--- config.mk ---
export PLATFORM = sky130hd
export DESIGN_NAME = ps2_scan_rx
export DESIGN_NICKNAME = d
export VERILOG_FILES = /design/src/rtl/ps2_pkg.sv /design/src/rtl/ps2_line_filter.sv /design/src/rtl/ps2_scan_rx.sv
export SDC_FILE = /design/constraint.sdc
export NUM_CORES = 1
export LEC_CHECK = 0
export CORE_ASPECT_RATIO = 0.6
export CORE_MARGIN = 2
export CORE_UTILIZATION = 49
export DETAILED_ROUTE_END_ITERATION = 7
export PLACE_DENSITY = 0.72
export SLEW_MARGIN = 20
export SYNTH_ARGS = -nofsm -noshare
export SYNTH_HDL_FRONTEND = slang
export SYNTH_SLANG_ARGS = --single-unit
--- constraint.sdc ---
create_clock -name sys_clk -period 1.5 [get_ports sys_clk]
set_input_delay 0.15 -clock sys_clk [delete_from_list [all_inputs] [get_ports sys_clk]]
set_output_delay 0.15 -clock sys_clk [all_outputs]
set_load 0.02 [all_outputs]
--- src/rtl/ps2_pkg.sv ---
// Shared types and constants for the PS/2 receive path.
`timescale 1ns/1ps
package ps2_pkg;

    typedef enum logic [1:0] {
        IDLE   = 2'd0,
        DATA   = 2'd1,
        PARITY = 2'd2,
        STOP   = 2'd3
    } ps2_state_e;

    localparam logic [7:0] PS2_EXT = 8'hE0;
    localparam logic [7:0] PS2_BRK = 8'hF0;

endpackage

--- src/rtl/ps2_line_filter.sv ---
// Synchronises the PS/2 lines and divider ticks, debounces ps2_clk on the
// 6 us sample enable and emits one bit strobe per filtered falling edge.
`timescale 1ns/1ps
module ps2_line_filter #(
    parameter int unsigned FILT_LEN = 3
) (
    input  logic sys_clk,
    input  logic rst,
    input  logic i_clk_6us,
    input  logic i_clk_1020us,
    input  logic i_ps2_clk,
    input  logic i_ps2_data,
    output logic o_bit_strobe,
    output logic o_bit_val,
    output logic o_to_tick
);

    logic [1:0]          r_c6_sync;
    logic [1:0]          r_c1020_sync;
    logic [1:0]          r_clk_sync;
    logic [1:0]          r_dat_sync;
    logic                r_c6_prev;
    logic                r_c1020_prev;
    logic [FILT_LEN-1:0] r_hist;
    logic                r_fclk;
    logic                r_strobe;
    logic                r_bit;
    logic                r_to_tick;
    logic                w_sample_tick;

    assign w_sample_tick = r_c6_sync[1] & ~r_c6_prev;

    // PS/2 lines idle high, so their synchronisers and the filter reset high
    always_ff @(posedge sys_clk) begin
        if (rst) begin
            r_c6_sync    <= 2'b00;
            r_c1020_sync <= 2'b00;
            r_clk_sync   <= 2'b11;
            r_dat_sync   <= 2'b11;
            r_c6_prev    <= 1'b0;
            r_c1020_prev <= 1'b0;
            r_hist       <= '1;
            r_fclk       <= 1'b1;
            r_strobe     <= 1'b0;
            r_bit        <= 1'b0;
            r_to_tick    <= 1'b0;
        end else begin
            r_c6_sync    <= {r_c6_sync[0], i_clk_6us};
            r_c1020_sync <= {r_c1020_sync[0], i_clk_1020us};
            r_clk_sync   <= {r_clk_sync[0], i_ps2_clk};
            r_dat_sync   <= {r_dat_sync[0], i_ps2_data};
            r_c6_prev    <= r_c6_sync[1];
            r_c1020_prev <= r_c1020_sync[1];
            r_to_tick    <= r_c1020_sync[1] & ~r_c1020_prev;
            r_strobe     <= 1'b0;
            if (w_sample_tick) begin
                r_hist <= FILT_LEN'({r_hist, r_clk_sync[1]});
            end
            if (r_hist == '0 && r_fclk) begin
                r_fclk   <= 1'b0;
                r_strobe <= 1'b1;
                r_bit    <= r_dat_sync[1];
            end else if (r_hist == '1) begin
                r_fclk <= 1'b1;
            end
        end
    end

    assign o_bit_strobe = r_strobe;
    assign o_bit_val    = r_bit;
    assign o_to_tick    = r_to_tick;

endmodule

--- src/rtl/ps2_scan_rx.sv ---
// PS/2 keyboard receiver: frame FSM with timeout, plus E0/F0 prefix decoder
// producing one key event per completed scan code.
`timescale 1ns/1ps
module ps2_scan_rx
    import ps2_pkg::*;
#(
    parameter int unsigned FILT_LEN      = 3,
    parameter int unsigned TIMEOUT_TICKS = 2
) (
    input  logic       sys_clk,
    input  logic       rst,
    input  logic       clk_6us,
    input  logic       clk_1020us,
    input  logic       ps2_clk,
    input  logic       ps2_data,
    output logic [7:0] key_code,
    output logic       key_ext,
    output logic       key_break,
    output logic       key_valid,
    output logic       rx_err,
    output logic       busy
);

    localparam int unsigned TO_W = $clog2(TIMEOUT_TICKS + 1);

    ps2_state_e      r_state;
    ps2_state_e      w_state_nxt;
    logic            w_strobe;
    logic            w_bit;
    logic            w_to_tick;
    logic            w_to_fire;
    logic            w_accept;
    logic            w_err;
    logic [2:0]      r_bit_cnt;
    logic [7:0]      r_shift;
    logic            r_par_ok;
    logic [TO_W-1:0] r_to_cnt;
    logic            r_ext_pend;
    logic            r_brk_pend;
    logic [7:0]      r_key_code;
    logic            r_key_ext;
    logic            r_key_break;
    logic            r_key_valid;
    logic            r_rx_err;
    logic            r_busy;

    ps2_line_filter #(.FILT_LEN(FILT_LEN)) u_filter (
        .sys_clk      (sys_clk),
        .rst          (rst),
        .i_clk_6us    (clk_6us),
        .i_clk_1020us (clk_1020us),
        .i_ps2_clk    (ps2_clk),
        .i_ps2_data   (ps2_data),
        .o_bit_strobe (w_strobe),
        .o_bit_val    (w_bit),
        .o_to_tick    (w_to_tick)
    );

    // A strobe in the same cycle as the final tick wins over the timeout
    assign w_to_fire = (r_state != IDLE) && !w_strobe && w_to_tick &&
                       (r_to_cnt == TO_W'(TIMEOUT_TICKS - 1));

    always_ff @(posedge sys_clk) begin
        if (rst) r_state <= IDLE;
        else     r_state <= w_state_nxt;
    end

    always_comb begin
        w_state_nxt = r_state;
        if (w_to_fire) begin
            w_state_nxt = IDLE;
        end else if (w_strobe) begin
            case (r_state)
                IDLE:    if (!w_bit) w_state_nxt = DATA;
                DATA:    if (r_bit_cnt == 3'd7) w_state_nxt = PARITY;
                PARITY:  w_state_nxt = STOP;
                STOP:    w_state_nxt = IDLE;
                default: w_state_nxt = IDLE;
            endcase
        end
    end

    always_comb begin
        w_accept = 1'b0;
        w_err    = w_to_fire;
        if (r_state == STOP && w_strobe) begin
            w_accept = w_bit & r_par_ok;
            w_err    = ~(w_bit & r_par_ok);
        end
    end

    // Frame datapath and timeout counter
    always_ff @(posedge sys_clk) begin
        if (rst) begin
            r_bit_cnt <= 3'd0;
            r_shift   <= 8'd0;
            r_par_ok  <= 1'b0;
            r_to_cnt  <= '0;
        end else begin
            if (r_state == IDLE || w_strobe) r_to_cnt <= '0;
            else if (w_to_tick)              r_to_cnt <= r_to_cnt + TO_W'(1);
            if (w_strobe) begin
                case (r_state)
                    IDLE: r_bit_cnt <= 3'd0;
                    DATA: begin
                        r_shift   <= {w_bit, r_shift[7:1]};
                        r_bit_cnt <= r_bit_cnt + 3'd1;
                    end
                    PARITY:  r_par_ok <= ^{r_shift, w_bit};
                    default: ;
                endcase
            end
        end
    end

    // Prefix decoder and registered outputs
    always_ff @(posedge sys_clk) begin
        if (rst) begin
            r_ext_pend  <= 1'b0;
            r_brk_pend  <= 1'b0;
            r_key_code  <= 8'd0;
            r_key_ext   <= 1'b0;
            r_key_break <= 1'b0;
            r_key_valid <= 1'b0;
            r_rx_err    <= 1'b0;
            r_busy      <= 1'b0;
        end else begin
            r_key_valid <= 1'b0;
            r_rx_err    <= w_err;
            r_busy      <= (w_state_nxt != IDLE);
            if (w_err) begin
                r_ext_pend <= 1'b0;
                r_brk_pend <= 1'b0;
            end else if (w_accept) begin
                if (r_shift == PS2_EXT) begin
                    r_ext_pend <= 1'b1;
                end else if (r_shift == PS2_BRK) begin
                    r_brk_pend <= 1'b1;
                end else begin
                    r_key_valid <= 1'b1;
                    r_key_code  <= r_shift;
                    r_key_ext   <= r_ext_pend;
                    r_key_break <= r_brk_pend;
                    r_ext_pend  <= 1'b0;
                    r_brk_pend  <= 1'b0;
                end
            end
        end
    end

    assign key_code  = r_key_code;
    assign key_ext   = r_key_ext;
    assign key_break = r_key_break;
    assign key_valid = r_key_valid;
    assign rx_err    = r_rx_err;
    assign busy      = r_busy;

endmodule

==> metrics.txt <==
Finished Core Util 0.6345; initial cell density of the core 0.5023; #FFs+latches synth between 40 and 50; Core ar. 3595 um2; Pwr Density ~940 nW/um2; global-route wire length before repair between 5000 and 6000 um; max_cap viols 0; switching share of total power 0.2023; status finished, violations left; num ports 19; layout cell share with drive strength beyond 1 0.1884; Critical Path RT ~1.7 ns; Least-Margin Pin Slew around 0.53 ns; grt met1 use 0.2403; die area between 4000 and 5000 um2; CP Max Fanout 10; Sink Count 48; unrepaired setup endpoints after global routing yes; Cell Rows 17; port buffer count 18; worst skew pair latency roughly 0.29 ns; Final min period about 1.7 ns; GR Layer Usage met3 0.04947; Lkg Pwr 0.0009292 uW; Longest Clk Path Bufs 2; Synth Area per Inst 10.56 um2; Worst R2R Path Depth 5; CTS tree built; top cells by area in the synthesized netlist dfxtp_1 (53%), nor2b_1 (5.2%), mux2i_1 (5.0%); internal power ~1700 uW; fraction of registers with async set/reset 0; Die Ht just over 50 um; clock root buffer master clkbuf_8; DRT Pass-1 Iters 4; violated checks negative setup slack; P&R area growth vs syn 26.33%; drt wl/cell about 14 um; critical path depth 5; top-count cell post-synth dfxtp_1; Cells after Synth between 150 and 200; buffers and inverters on the worst path 1; routability cong. 0.8162; CP max stage delay about 0.55 ns; Net count, final ~220; Comb power frac 0.036; Antenna Nets Post-Route 0; Synth Warn # 0; CP Cell Sequence or4b_4, o311ai_4, buf_4, nor2_4, a22o_1; CP Class flop to flop; dpl cells 244; final worst setup slack -0.1940 ns; Sw Pwr around 430 uW; Slew Viols, Final 0; Synth top area share 0.5322; n_diodes 0; Synth cell types 39; Netlist Area Pre-Place approximately 1800 um2; grt peak-use layer met2; Die Width just over 80 um; CP max stage cell or4b_4; 1st-iter DRT viols 32; CP top delay family simple AND/OR/NAND/NOR gates; M2 GR Usage 0.2917; Crit path arrival time about 1.9 ns; top cells by instance count after synthesis dfxtp_1 (48), nor2_1 (15), nor2b_1 (15); post-route DRC violation count 0; Seq pwr share 0.606; total power between 2000 and 2500 uW; Syn Nets 180; startpoint type of the worst setup path flop; largest net degree at the start of global routing 24; Final Setup Violations 11; Hold Slack approximately 0.38 ns; Hold Crit Class flop to flop; Final Instance Count excl. Fillers ~250; final hold vios 0; Worst slew margin 0.6405; Tot GR Track Use 0.1811; H-tree depth 2; post-synthesis sequential area ratio 0.5322; Synth Flop Type dfxtp_1; skew final roughly 0.0045 ns; initial antenna violation count 0; vias in the first global route 1255; hold_buf cts 0; Crit. End Element flop; Peak Freq between 500 and 600 MHz; worst vdd ir about 0.00058 V; DP Wirelength roughly 2500 um; WL final 3465 um; Worst Hold Depth 1; Clk pwr share 0.359; Num CTS Buffers 5; Final period util 1.129; GRT Residual Overflow 0; pre-CTS WS -0.1538 ns; Via density slightly above 5; clock slew at reported path FFs roughly 0.080 ns; DR vias around 1300; Yosys top cell by area dfxtp_1; number of flops mapped to enable cells by yosys 0
-- per-layer routing --
metal,part of all wire,vias up
met5,0,-
met4,0.011,0
met3,0.037,4
met2,0.46,22
met1,0.49,599
li1,-,653
-- layout make-up --
class                   count  area (um2)
clock inverters             1       7.507
multi-input cells         113       813.3
flip-flops and latches     48       962.2
well taps                  47       58.81
clock buffers               7       86.33
repair buffers             36       345.3
fillers                   272        1314
inverters                   2       7.507
-- placed cells by master, fill, tap and decap left out, drive strengths merged, types with 2 or more instances in the layout --
| cell type | synthesis | layout |
|---|---|---|
| nor2 | 16 | 16 |
| clkbuf | 5 | 8 |
| nor4 | 2 | 2 |
| nand2 | 10 | 10 |
| dfxtp | 48 | 48 |
| nand3b | 3 | 3 |
| o211ai | 2 | 2 |
| clkdlybuf4s50 | 0 | 18 |
| or2 | 4 | 4 |
| inv | 2 | 2 |
| xor2 | 2 | 2 |
| xnor2 | 4 | 4 |
| ha | 3 | 3 |
| nand3 | 3 | 3 |
| buf | 3 | 17 |
| nor2b | 15 | 15 |
| nor3b | 3 | 3 |
| a22o | 9 | 9 |
| mux2i | 9 | 9 |
| a211o | 3 | 3 |
| nand2b | 2 | 2 |
| a21oi | 8 | 8 |
-- final timing paths --
check,to,from,slack [ns]
hold reg to reg,u_filter.o_to_tick$_SDFF_PP0_,u_filter.r_c1020_prev$_SDFF_PP0_,0.38
setup reg to reg,key_code[3]$_SDFFE_PP0P_,r_shift[1]$_SDFFE_PP0P_,-0.19
setup / recovery,key_code[3]$_SDFFE_PP0P_,r_shift[1]$_SDFFE_PP0P_,-0.19
hold / removal,u_filter.o_to_tick$_SDFF_PP0_,u_filter.r_c1020_prev$_SDFF_PP0_,0.38
-- cell families (layout without fill, tap and decap cells) --
| group | count (synthesis) | after routing | share of synthesized area |
|---|---|---|---|
| muxes | 10 | 10 | 0.05613 |
| AOI/OAI and AO/OA | 28 | 28 | 0.1220 |
| xor gates and xnor gates | 7 | 7 | 0.04158 |
| DFF | 48 | 48 | 0.5322 |
| buffers and inverters | 10 | 46 | 0.02634 |
| and+or+nand+nor | 65 | 65 | 0.2010 |
| adders and majority gates | 3 | 3 | 0.02079 |
-- power groups by stage --
stage	logic [uW]	registers, uW	clock network (uW)
floorplan	41.0	1320	0
global placement	65.9	1330	0
detailed placement	68.4	1330	0
CTS	68.5	1300	782
global route	83.4	1300	850
finish	76.2	1300	769
-- through the flow --
step / instance area, um2 / setup TNS, ns
floorplan: 1810 / -0.7768
global placement: 2142 / -0.9127
detailed placement: 2142 / -1.339
CTS: 2236 / -1.398
global route: 2281 / -2.393
finish: 2281 / -1.964
-- sequential cells by signal, indices dropped and copies added, names as in the netlist, 2 cells and up --
signal and cells:
key_code 8, r_bit_cnt 3, r_shift 8, r_state 2
r_to_cnt 2, u_filter.r_c1020_sync 2, u_filter.r_c6_sync 2, u_filter.r_clk_sync 2
u_filter.r_dat_sync 2, u_filter.r_hist 3
-- what timing repair did --
action | in CTS | in global routing
endpoints found under the hold margin | 0 | 0
gates cloned | 0 | 1
gates resized for setup | 0 | 5
endpoints found under the setup margin | 11 | 14
pin swaps | 0 | 3
buffers inserted | 0 | 1
No activity file was read; power rests on OpenSTA's default activity.
